--- config.mk ---
export PLATFORM = sky130hd
export DESIGN_NAME = muldiv_seq_flat
export DESIGN_NICKNAME = d
export VERILOG_FILES = /design/src/rtl/muldiv_seq_if.sv /design/src/rtl/muldiv_seq.sv /design/src/flat_wrapper.sv
export SDC_FILE = /design/constraint.sdc
export NUM_CORES = 1
export LEC_CHECK = 0
export BUFFER_PORTS_ARGS = -buffer_cell sky130_fd_sc_hd__buf_2
export CORE_MARGIN = 5
export CORE_UTILIZATION = 55
export CTS_CLUSTER_DIAMETER = 150
export DETAILED_ROUTE_END_ITERATION = 16
export PLACE_DENSITY = 0.81
export SLEW_MARGIN = 20
export SYNTH_ARGS = -nofsm -noshare
export SYNTH_HDL_FRONTEND = slang
export SYNTH_SLANG_ARGS = --single-unit
--- constraint.sdc ---
create_clock -name clk -period 3.7 [get_ports clk]
set_input_delay 0.185 -clock clk [delete_from_list [all_inputs] [get_ports clk]]
set_output_delay 0.185 -clock clk [all_outputs]
set_load 0.02 [all_outputs]
--- src/rtl/muldiv_seq_if.sv ---
// Handshake and ALU-sharing bundle between the EX stage and the MULTU/DIVU
// sequencer. The sequencer (slave) borrows the shared ALU through alu_*.
interface muldiv_seq_if #(
  parameter int WIDTH = 32
);
  logic             start;
  logic             is_div;
  logic [WIDTH-1:0] rs;
  logic [WIDTH-1:0] rt;
  logic             busy;
  logic             done;
  logic [WIDTH-1:0] hi;
  logic [WIDTH-1:0] lo;
  logic [3:0]       alu_op;
  logic [WIDTH-1:0] alu_a;
  logic [WIDTH-1:0] alu_b;
  logic [WIDTH-1:0] alu_y;

  modport master (
    output start, is_div, rs, rt, alu_y,
    input  busy, done, hi, lo, alu_op, alu_a, alu_b
  );

  modport slave (
    input  start, is_div, rs, rt, alu_y,
    output busy, done, hi, lo, alu_op, alu_a, alu_b
  );
endinterface

--- src/rtl/muldiv_seq.sv ---
// MULTU/DIVU sequencer: one shift-add (multiply) or restoring-subtract
// (divide) iteration per cycle through the shared ALU, result in HI/LO.
//
// state | meaning
// IDLE  | waiting for start; ALU not used
// RUN   | one iteration per cycle, WIDTH iterations
// DONE  | hi/lo valid, done pulses for one cycle
module muldiv_seq #(
  parameter int               WIDTH   = 32,
  parameter logic [WIDTH-1:0] DIV0_LO = {WIDTH{1'b1}}
) (
  input  logic        clk,
  input  logic        rst,
  muldiv_seq_if.slave bus
);
  localparam int CNT_W = $clog2(WIDTH);
  localparam logic [3:0] OP_ADD = 4'b0010;
  localparam logic [3:0] OP_SUB = 4'b0110;

  typedef enum logic [1:0] {S_IDLE, S_RUN, S_DONE} state_t;

  state_t           state_q;
  logic [WIDTH-1:0] acc_q, acc_d;
  logic [WIDTH-1:0] mq_q, mq_d;
  logic [WIDTH-1:0] opnd_q;   // multiplicand or divisor, depending on is_div_q
  logic             is_div_q;
  logic [CNT_W-1:0] count_q;
  logic [WIDTH-1:0] hi_q, lo_q;
  logic             busy_q, done_q;

  logic [WIDTH-1:0] sh;
  logic             carry;
  logic             accept;
  logic [3:0]       alu_op;
  logic [WIDTH-1:0] alu_a, alu_b;

  // Drive the shared ALU and compute the next working-register values
  always_comb begin
    alu_op = 4'b0000;
    alu_a  = '0;
    alu_b  = '0;
    sh     = {acc_q[WIDTH-2:0], mq_q[WIDTH-1]};
    carry  = 1'b0;
    accept = 1'b0;
    acc_d  = acc_q;
    mq_d   = mq_q;
    if (state_q == S_RUN) begin
      if (is_div_q) begin
        alu_op = OP_SUB;
        alu_a  = sh;
        alu_b  = opnd_q;
        // A set msb means the shifted remainder exceeds WIDTH bits, so it
        // is always >= divisor; the ALU's wrapped difference is still right.
        accept = acc_q[WIDTH-1] | (sh >= opnd_q);
        acc_d  = accept ? bus.alu_y : sh;
        mq_d   = {mq_q[WIDTH-2:0], accept};
      end else begin
        alu_op = OP_ADD;
        alu_a  = acc_q;
        alu_b  = mq_q[0] ? opnd_q : '0;
        carry  = (bus.alu_y < alu_a);
        acc_d  = {carry, bus.alu_y[WIDTH-1:1]};
        mq_d   = {bus.alu_y[0], mq_q[WIDTH-1:1]};
      end
    end
  end

  // Sequencer FSM with registered busy/done and HI/LO result registers
  always_ff @(posedge clk) begin
    if (rst) begin
      state_q  <= S_IDLE;
      acc_q    <= '0;
      mq_q     <= '0;
      opnd_q   <= '0;
      is_div_q <= 1'b0;
      count_q  <= '0;
      hi_q     <= '0;
      lo_q     <= '0;
      busy_q   <= 1'b0;
      done_q   <= 1'b0;
    end else begin
      case (state_q)
        S_IDLE: begin
          done_q <= 1'b0;
          if (bus.start) begin
            busy_q <= 1'b1;
            if (bus.is_div && (bus.rt == '0)) begin
              state_q <= S_DONE;
              done_q  <= 1'b1;
              hi_q    <= bus.rs;
              lo_q    <= DIV0_LO;
            end else begin
              state_q  <= S_RUN;
              is_div_q <= bus.is_div;
              acc_q    <= '0;
              count_q  <= '0;
              mq_q     <= bus.is_div ? bus.rs : bus.rt;
              opnd_q   <= bus.is_div ? bus.rt : bus.rs;
            end
          end
        end
        S_RUN: begin
          acc_q   <= acc_d;
          mq_q    <= mq_d;
          count_q <= count_q + 1'b1;
          if (count_q == CNT_W'(WIDTH - 1)) begin
            state_q <= S_DONE;
            done_q  <= 1'b1;
            hi_q    <= acc_d;
            lo_q    <= mq_d;
          end
        end
        S_DONE: begin
          state_q <= S_IDLE;
          done_q  <= 1'b0;
          busy_q  <= 1'b0;
        end
        default: begin
          state_q <= S_IDLE;
          done_q  <= 1'b0;
          busy_q  <= 1'b0;
        end
      endcase
    end
  end

  assign bus.busy   = busy_q;
  assign bus.done   = done_q;
  assign bus.hi     = hi_q;
  assign bus.lo     = lo_q;
  assign bus.alu_op = alu_op;
  assign bus.alu_a  = alu_a;
  assign bus.alu_b  = alu_b;
endmodule

--- src/flat_wrapper.sv ---
// flat-port wrapper written by rule: the top's interface ports become plain ports
module muldiv_seq_flat 
#(
  parameter int               WIDTH   = 32,
  parameter logic [WIDTH-1:0] DIV0_LO = {WIDTH{1'b1}}
)
  (clk, rst, bus_start, bus_is_div, bus_rs, bus_rt, bus_alu_y, bus_busy, bus_done, bus_hi, bus_lo, bus_alu_op, bus_alu_a, bus_alu_b);
  muldiv_seq_if #(.WIDTH(WIDTH)) bus_i ();
  input  logic clk;
  input  logic rst;
  input wire logic [$bits(bus_i.start)-1:0] bus_start;
  input wire logic [$bits(bus_i.is_div)-1:0] bus_is_div;
  input wire logic [$bits(bus_i.rs)-1:0] bus_rs;
  input wire logic [$bits(bus_i.rt)-1:0] bus_rt;
  input wire logic [$bits(bus_i.alu_y)-1:0] bus_alu_y;
  output wire logic [$bits(bus_i.busy)-1:0] bus_busy;
  output wire logic [$bits(bus_i.done)-1:0] bus_done;
  output wire logic [$bits(bus_i.hi)-1:0] bus_hi;
  output wire logic [$bits(bus_i.lo)-1:0] bus_lo;
  output wire logic [$bits(bus_i.alu_op)-1:0] bus_alu_op;
  output wire logic [$bits(bus_i.alu_a)-1:0] bus_alu_a;
  output wire logic [$bits(bus_i.alu_b)-1:0] bus_alu_b;
  assign bus_i.start = bus_start;
  assign bus_i.is_div = bus_is_div;
  assign bus_i.rs = bus_rs;
  assign bus_i.rt = bus_rt;
  assign bus_i.alu_y = bus_alu_y;
  assign bus_busy = bus_i.busy;
  assign bus_done = bus_i.done;
  assign bus_hi = bus_i.hi;
  assign bus_lo = bus_i.lo;
  assign bus_alu_op = bus_i.alu_op;
  assign bus_alu_a = bus_i.alu_a;
  assign bus_alu_b = bus_i.alu_b;
  muldiv_seq #(.WIDTH(WIDTH), .DIV0_LO(DIV0_LO)) u_core (.clk(clk), .rst(rst), .bus(bus_i));
endmodule
**Yosys cells after proc, flatten, opt, wreduce, memory -nomap -nowiden**

Index checks and enable logic that the tools add are counted.

- Bits in registers: 170
- Input port bits: 100
- Output and inout port bits: 134
- Word-level logic and storage cells: 70

- Add/sub/neg operators: 1
- Magnitude comparators: 2
- Equal/unequal tests: 6
- Multiplexer cells: 39
- Bitwise gates (word level): 3
- Reductions and logical operators: 9

Operator list:

| operator | number |
|---|---|
| $mux W32 | 20 |
| $pmux W32 S2 | 4 |
| $ge A32 B32 Y1 | 1 |
| $logic_not A32 Y1 | 1 |
| $lt A32 B32 Y1 | 1 |
| $mux W5 | 2 |
| $pmux W5 S2 | 1 |
| $mux W2 | 3 |
| $ne A2 B2 Y1 const B | 3 |
| $reduce_and A3 Y1 | 2 |
| $add A5 B1 Y5 const B | 1 |
| $eq A5 B5 Y1 const B | 1 |
| $mux W1 | 4 |
| $mux W4 | 1 |
| $pmux W1 S2 | 2 |
| $pmux W2 S2 | 1 |
| $reduce_and A2 Y1 | 2 |
| $reduce_and A4 Y1 | 1 |
| $mux W3 | 1 |
| $eq A2 B1 Y1 const B | 1 |
| $logic_not A2 Y1 | 1 |
| $ne A2 B1 Y1 const B | 1 |
| $not A1 Y1 | 2 |
| $reduce_bool A2 Y1 | 1 |
| 2 further kinds | 2 |

**Longest topological paths before layout**

Gate-level depths: netlist (run 1).

- Depth after elaboration: 6
- Mapped depth: 10
- Gate-level depth less buffers: 9

**Least setup slack after synthesis (run 1)**

OpenSTA, ideal clock, no wires.

- Path kind: register -> register
- Start point: reg u_core.opnd_q[9]
- End point: reg u_core.hi_q[12], in the netlist u_core.bus.hi[12]
- Setup time: 0.088 ns
- Arrival: 2.488 ns
- Required time: 3.612 ns
- Slack: 1.124 ns
- Cell stages (with the launch flop): 11
- Path buffers: 1
- Period minus slack after synthesis: 2.576 ns
- Cells stage by stage: dfxtp_1 -> inv_1 -> ha_1 -> a21o_1 -> a221o_1 -> a221o_1 -> o31ai_4 -> buf_6 -> nand3_1 -> a31o_1 -> a311oi_2

- Cells in the longest elaborated chain, start to end: 6

RTL lines:

| item | RTL line | source |
|---|---|---|
| start, declared | muldiv_seq.sv:25 | `logic [WIDTH-1:0] opnd_q;` |
| start signal, assigned | muldiv_seq.sv:98 | `opnd_q <= bus.is_div ? bus.rt : bus.rs;` |
| $ge A32 B32 Y1 | muldiv_seq.sv:54 | `accept = acc_q[WIDTH-1] \| (sh >= opnd_q);` |
| $or A1 B1 Y1 | muldiv_seq.sv:54 |  |
| $mux W32 | muldiv_seq.sv:55 | `acc_d = accept ? bus.alu_y : sh;` |
| $mux W32 | muldiv_seq.sv:48 | `if (is_div_q) begin` |
| $mux W32 | muldiv_seq.sv:106 | `if (count_q == CNT_W'(WIDTH - 1)) begin` |
| $pmux W32 S2 | muldiv_seq.sv:82 | `case (state_q)` |
| end signal, assigned | muldiv_seq.sv:90 | `hi_q <= bus.rs;` |
| end, declared | muldiv_seq.sv:28 | `logic [WIDTH-1:0] hi_q, lo_q;` |

Every way passes these cells. The select of a mux whose other input is x is not followed.
A chain may end at the register's enable or synchronous reset.

**Worst setup path in the final report (run 1)**

- Start point: reg u_core.acc_q[30]
- End point: reg u_core.hi_q[23], in the netlist u_core.bus.hi[23]

- Cells in the longest elaborated chain, start to end: 6

RTL lines:

| item | RTL line | source |
|---|---|---|
| start, declared | muldiv_seq.sv:23 | `logic [WIDTH-1:0] acc_q, acc_d;` |
| start signal, assigned | muldiv_seq.sv:72 | `acc_q <= '0;` |
| start signal, assigned | muldiv_seq.sv:95 | `acc_q <= '0;` |
| start signal, assigned | muldiv_seq.sv:103 | `acc_q <= acc_d;` |
| $ge A32 B32 Y1 | muldiv_seq.sv:54 |  |
| $or A1 B1 Y1 | muldiv_seq.sv:54 |  |
| $mux W32 | muldiv_seq.sv:55 |  |
| $mux W32 | muldiv_seq.sv:48 |  |
| $mux W32 | muldiv_seq.sv:106 |  |
| $pmux W32 S2 | muldiv_seq.sv:82 |  |

Every way passes these cells. The select of a mux whose other input is x is not followed.

==> metrics.md, run 1 <==
| Metric | Value |
|---|---|
| Mapped Cells | approximately 1.3k |
| Fin. Hold Viols | 0 |
| Row cnt | 50 |
| Nets | 1616 |
| Gr usage total | 29.93% |
| RSZ-0062 raised after global routing | false |
| Core Area | 18830 um^2 |
| Later-pin clock latency in the skew report | 0.44 ns |
| Pre-antenna DRT Iters | 6 |
| First-pass GRT wire length | 53.36 mm |
| Fin crit share | 86.94% |
| Met3 wire len | roughly 3.4 mm |
| CTS root buffer | clkbuf_16 |
| Worst slew margin | 30.80% |
| Setup bufs post-CTS | 0 |
| Leakage | 5.052 nW |
| Via count | 10.60k |
| Multi-input logic area | 6366 um^2 |
| Worst Setup End Kind | flop |
| H-tree levels | 4 |
| Worst-Margin Slew | 1.038 ns |
| Post-Syn Area | 10620 um^2 |
| Filler-free cell count of the finished design | approximately 1.7k |
| Max layer used | met5 |
| Cell Pwr Density | around 400 nW/um^2 |
| Yosys warning total | 0 |
| FMAX | 310.9 MHz |
| Design Power | 0.004892 W |
| Vias in the first global route | 9915 |
| Die area | approximately 22000 um^2 |
| Required @ worst endpoint | 4.04 ns |
| Max_cap viols | 0 |
| Dpl ws | 0.6806 ns |
| Worst R2R Setup Slack | 0.48 ns |
| Detailed placement HPWL | 24.56 mm |
| DRT antenna net count | 0 |
| CTS clock-pin slew for the worst setup and hold paths | 0.07 ns |
| # DRC | 0 |
| Met2 wire len | between 10 and 15 mm |
| TritonCTS clock tree | done |
| Final GP Congestion | 0.9369 |
| Fillers | between 1.5k and 2k |
| Crit path max-delay cell type | a2111oi_0 |
| CP max stage delay | ~0.54 ns |
| Clk_skew | 0.009209 ns |
| Initial antenna violation count | 6 |
| Top-level I/O count | 234 |
| Status | finished clean |
| Cell Chain, Critical Path | ha_1 > a2111oi_0 > o21ai_0 > a21oi_1 > a31o_2 > buf_4 > nand3_1 > a31o_1 > a311oi_2 |
| Gates resized, CTS repair | 0 |
| Routed WL | about 34 mm |
| CTS Buf Count | 17 |
| Layout area overhead | 15.94% |
| Largest net degree at the start of global routing | 101 |
| Min Tclk post-route | 3.217 ns |
| Critical-path maximum fanout | 17 |
| Initial DRC Count | roughly 1.1k |
| Syn avg cell area | 8.193 um^2 |
| Library cells used by synthesis | 53 |
| Min-Delay Path Class | input port to flop |
| Critical path data arrival time | 3.56 ns |
| Final worst slack | 0.4834 ns |
| CP Launch Type | flop |
| Hold Buf Count CTS | 0 |
| Die H | 148.9 um |
| Register area share after synthesis | 32.05% |
| Initial Util | 56.39% |
| Fin. max-slew vios | 0 |
| Placed insts | 1692 |
| Register area | ~3400 um^2 |
| CTS sink count | 170 |
| Share of layout cells above drive strength 1 | 21.82% |
| Setup CP Type | flop to flop |
| Finished Core Util | 65.38% |
| Vias per cell | 6.132 |
| Worst IR Drop VDD | about 0.00035 V |
| Seq cells post-synth | 170 |
| Maximum clock path buffer count | 2 |
| Routed WL per cell | 19.77 um |
| DRT met1 WL | 14.67 mm |
| Final setup viols | 0 |
| Setup TNS | 0 ns |
| Grt total ovfl | 0 |
| Buffers added on ports | 231 |
| Die width | about 150 um |
registers in the layout (all words and copies together) (netlist names):
| signal | count |
|---|---|
| u_core.state_q | 2 |
| u_core.acc_q | 32 |
| u_core.opnd_q | 32 |
| u_core.bus.busy | 1 |
| u_core.count_q | 5 |
| u_core.mq_q | 32 |
| u_core.bus.done | 1 |
| u_core.is_div_q | 1 |
| u_core.bus.hi | 32 |
| u_core.bus.lo | 32 |
critical path, delay by kind of cell (launching register included):
kind,cells,cell delay [ns]
AND/OR/NAND/NOR,1,0.09
flip-flops,1,0.43
buffers and inverters,1,0.27
adder cells (fa/ha/maj),1,0.30
AO/OA/AOI/OAI,6,2.03
where the power goes:
group	switching [W]	internal [W]
Sequential	0.0000980	0.00192
Combinational	0.000679	0.000387
Clock	0.000764	0.00105
Total	0.00154	0.00335
cell families (layout without fill, tap and decap cells):
logic type / Yosys count / count (layout) / synth area share, %
DFF: 170 / 170 / 32.05
and+or+nand+nor: 395 / 395 / 16.60
buffers and inverters: 182 / 347 / 8.237
adders and majority gates: 65 / 65 / 7.660
muxes: 97 / 97 / 9.144
AOI/OAI and AO/OA: 384 / 384 / 26.10
xor gates and xnor gates: 2 / 2 / 0.1650
other: 1 / 9 / 0.03532
path summary, 6_finish.rpt:
| kind | cells after the start | endpoint | from |
|---|---|---|---|
| hold reg to reg | 2 | u_core.bus.done | u_core.bus.done |
| hold / removal | 3 | u_core.bus.hi[29] | bus_rs[29] |
| setup / recovery | 9 | u_core.bus.hi[23] | u_core.acc_q[30] |
| setup reg to reg | 9 | u_core.bus.hi[23] | u_core.acc_q[30] |
metrics by stage:
stage	hold slack, ns	instance area, um^2
floorplan	0.3472	10620
global placement	0.4662	11710
detailed placement	0.4772	11710
CTS	0.07217	12290
global route	0.08384	12300
finish	0.08350	12310
layout by cell type, fill, tap and decap left out, types with 2 or more instances in the layout:
cell type   synthesis  final
buf_2               8    229
nor2_1            178    177
dfxtp_1           170    169
a211oi_1          125    125
mux2i_1            97     97
a21oi_1            88     88
nand2_1            76     76
o21ai_0            75     75
inv_1              67     67
ha_1               65     65
nor3_1             40     40
nand3_1            36     36
nor2b_1            32     32
a31o_1             31     31
a311oi_2           28     28
clkbuf_16           0     17
buf_4               2     16
nand4_1            10     10
a21o_1             11     10
nor4_1              8      8
diode_2             0      7
and4_1              5      5
buf_12              0      4
a22oi_1             3      3
a221o_1             3      3
a311oi_1            3      3
clkbuf_8           10      3
and2_1              2      2
o21a_1              2      2
a31oi_1             3      2
xnor2_1             2      2
conb_1              1      2
clkinv_4            0      2
bufinv_16           0      2
clkinvlp_4          0      2
inv_6               0      2
per-layer routing:
| metal | up-vias | global-route usage [%] |
|---|---|---|
| met5 | - | 0 |
| met4 | 6 | 12.04 |
| met3 | 84 | 6.928 |
| met2 | 512 | 44.74 |
| met1 | 4995 | 41.74 |
| li1 | 5006 | - |
synth_stat cells, drive strengths merged:
library cell  instances  area (um^2)
a21oi                88        440.4
a21bo                 1        10.01
nor4b                 1        8.760
nor4                  8        50.05
a31oi                 3        18.77
buf                  31        163.9
o21a                  2        15.01
a2111oi               2        23.77
a22oi                 3        22.52
dlymetal6s2s          1        12.51
inv                  67        251.5
mux2i                97        970.9
o31ai                 2        28.78
o21bai                1        7.510
and3                  1        6.260
nor3b                 2        15.01
o211a                 1        10.01
nor2                179        679.4
conb                  1        3.750
o21ai                75        375.4
clkbuf               78        396.6
a221o                 3        30.03
nand4                10        62.56
a31o                 32        280.3
xnor2                 2        17.52
ha                   65        813.3
a21o                 11        82.58
and4                  5        43.79
and2                  2        12.51
nand3                36        180.2
nand2b                2        12.51
o31a                  1        10.01
o211ai                1        7.510
a221oi                2        23.77
dlygate4sd3           5        50.05
dfxtp               170         3403
nor2b                32        200.2
nor3                 40        200.2
or3                   1        6.260
a311oi               31        446.7
nand2                76        285.3
a211oi              125        938.4
cell type report:
type | instances | area share, %
Sequential cell | 170 | 27.68
Clock inverter | 9 | 0.9350
Tap cell | 260 | 2.643
Clock buffer | 21 | 3.822
Inverter | 67 | 2.043
Multi-Input combinational cell | 945 | 51.71
Antenna cell | 7 | 0.1423
Timing Repair Buffer | 250 | 11.03
Note: power is estimated with default switching activity, not from simulation.
==> run 2: changes to the inputs <==
Settings changed: PLACE_DENSITY 0.81 to 0.93.
==> run 2 against run 1 <==
Global-route usage up 0.32 points; die area unchanged; clock-buffer cell count is 3 lower; critical path depth decreased by 4; non-clock buffer count decreased by 1; power rose by 2.1%; sequential cell count unchanged; maximum frequency fell by 0.80%; combinational power is essentially flat; core utilization hardly changed; largest cell class unchanged; largest power group unchanged; highest routed layer unchanged.
==> metrics.md, run 2 (synthesis gave the netlist of run 1 again) <==
| Metric | Value |
|---|---|
| Most frequent cells in the layout | buf_2 (229), nor2_1 (177), dfxtp_1 (169) |
| Critical path data arrival time | between 3 and 4 ns |
| Critical Path Start | u_core.state_q[1] |
| Setup bufs post-CTS | 0 |
| Initial DRC Count | between 1.5k and 2k |
| Required @ worst endpoint | roughly 3.5 ns |
| Max layer used | met5 |
| Routed WL | ~35 mm |
| Leakage | 5.056 nW |
| Status | finished clean |
| Gr usage total | 30.25% |
| Fin. Hold Viols | 0 |
| Cell Pwr Density | 405.4 nW/um^2 |
| Worst IR Drop VDD | 0.0003667 V |
| Placed insts | 1691 |
| Met2 wire len | approximately 15 mm |
| Nets | 1615 |
| Min-Delay Path Class | input port to flop |
| Multi-input logic area | 6366 um^2 |
| Vias per cell | 6.279 |
| Switching share of power | 32.92% |
| Register area | between 3000 and 4000 um^2 |
| Routed WL per cell | 20.29 um |
| Initial antenna violation count | 8 |
| Hold Buf Count CTS | 0 |
| Worst setup path endpoint | bus_alu_b[14] |
| Die width | between 100 and 150 um |
| Flop pwr share | 40.1% |
| Maximum clock path buffer count | 2 |
| Fin. max-slew vios | 0 |
| Fin crit share | around 88% |
| Hold Slack | 0.07389 ns |
| Filler-free cell count of the finished design | 1727 |
| Largest net degree at the start of global routing | around 160 |
| Layout area overhead | 15.99% |
| Max_cap viols | 0 |
| Reg2reg start | u_core.opnd_q[31] |
| Critical-path maximum fanout | 86 |
| Cell Int Power | 0.003349 W |
| Worst Setup End Kind | output port |
| Vias in the first global route | a little over 10k |
| H-tree levels | 4 |
| Clk_skew | 0.01296 ns |
| Most common cell after layout, fill and taps aside | buf_2 |
| Finished Core Util | 65.40% |
| Setup CP Type | flop to output port |
| Fillers | 1519 |
| DRT antenna net count | 0 |
| RSZ-0062 raised after global routing | false |
| # DRC | 0 |
| Psw | 0.001644 W |
| Setup TNS | 0 ns |
| CTS Buf Count | 17 |
| Reg2Reg Depth | 10 |
| Share of layout cells above drive strength 1 | a little over a fifth |
| Worst R2R Setup Slack | 0.64 ns |
| Buffers added on ports | 231 |
| Row cnt | 50 |
| Met3 wire len | 4.052 mm |
| Dpl ws | roughly 0.74 ns |
| Combinational Power Share | 21.7% |
| Reg2reg end | u_core.bus.hi[17] |
| Initial Util | a little under three fifths |
| Die area | 22180 um^2 |
| Worst slew margin | between 20% and 30% |
| CTS clock-pin slew for the worst setup and hold paths | 0.07 ns |
| Final worst slack | ~0.46 ns |
| TritonCTS clock tree | done |
| Min Tclk post-route | 3.242 ns |
| Final GP Congestion | 0.9674 |
| Top-level I/O count | 234 |
| CTS root buffer | clkbuf_16 |
| Later-pin clock latency in the skew report | approximately 0.45 ns |
| First-pass GRT wire length | 53.65 mm |
| Gates resized, CTS repair | 0 |
| Grt total ovfl | 0 |
| Clk network pwr share | 38.2% |
| CTS sink count | 170 |
| Via count | 10.84k |
| FMAX | 308.4 MHz |
| Core Area | 18830 um^2 |
| Detailed placement HPWL | roughly 25 mm |
| Pre-antenna DRT Iters | 6 |
| Final setup viols | 0 |
| Worst-Margin Slew | 1.127 ns |
| DRT met1 WL | 13.95 mm |
| Die H | 148.9 um |
| CP Launch Type | flop |
[run 2: worst min-delay path by stage]
stage / start / to / slack [ns] / cells past startpoint
after floorplan: bus_rs[0] / u_core.bus.hi[0] / 0.35 / 2
after global placement: u_core.bus.lo[0] / u_core.bus.lo[0] / 0.46 / 2
after detailed placement: u_core.bus.done / u_core.bus.done / 0.48 / 2
after CTS: bus_rs[2] / u_core.bus.hi[2] / 0.06 / 3
after global routing: bus_rs[1] / u_core.bus.hi[1] / 0.08 / 3
final: bus_rs[29] / u_core.bus.hi[29] / 0.07 / 3
[run 2: layout make-up]
cell class / count / share of cell area [%]
multi-input cells: 945 / 51.69
well taps: 260 / 2.641
inverters: 67 / 2.042
diodes: 4 / 0.08128
clock buffers: 18 / 3.566
repair buffers: 249 / 10.86
flip-flops and latches: 170 / 27.66
clock inverters: 14 / 1.453
[run 2: metal layers]
metal,global-route usage [%],up-vias
met1,40.45,5030
met3,8.022,123
met2,46.05,671
met5,0,-
met4,13.14,12
li1,-,5007
[run 2: power groups by stage]
stage | combinational, W | clock, W | sequential [W]
6_report | 0.00108 | 0.00191 | 0.00200
5_1_grt | 0.00118 | 0.00199 | 0.00201
4_1_cts | 0.00106 | 0.00190 | 0.00200
3_5_place_dp | 0.00104 | 0 | 0.00204
3_3_place_gp | 0.00102 | 0 | 0.00204
2_1_floorplan | 0.000746 | 0 | 0.00201
[run 2: stage by stage]
step / area (um^2) / power [W]
2_1_floorplan: 10620 / 0.002759
3_3_place_gp: 11690 / 0.003054
3_5_place_dp: 11690 / 0.003085
4_1_cts: 12310 / 0.004958
5_1_grt: 12310 / 0.005190
6_report: 12320 / 0.004993
[run 2: worst max-delay path, stage by stage (launching register included)]
cell	delay, ns
dfxtp_1	0.53
nand2b_4	0.21
buf_4	0.60
buf_4	0.77
nor3_1	0.19
buf_2	0.22
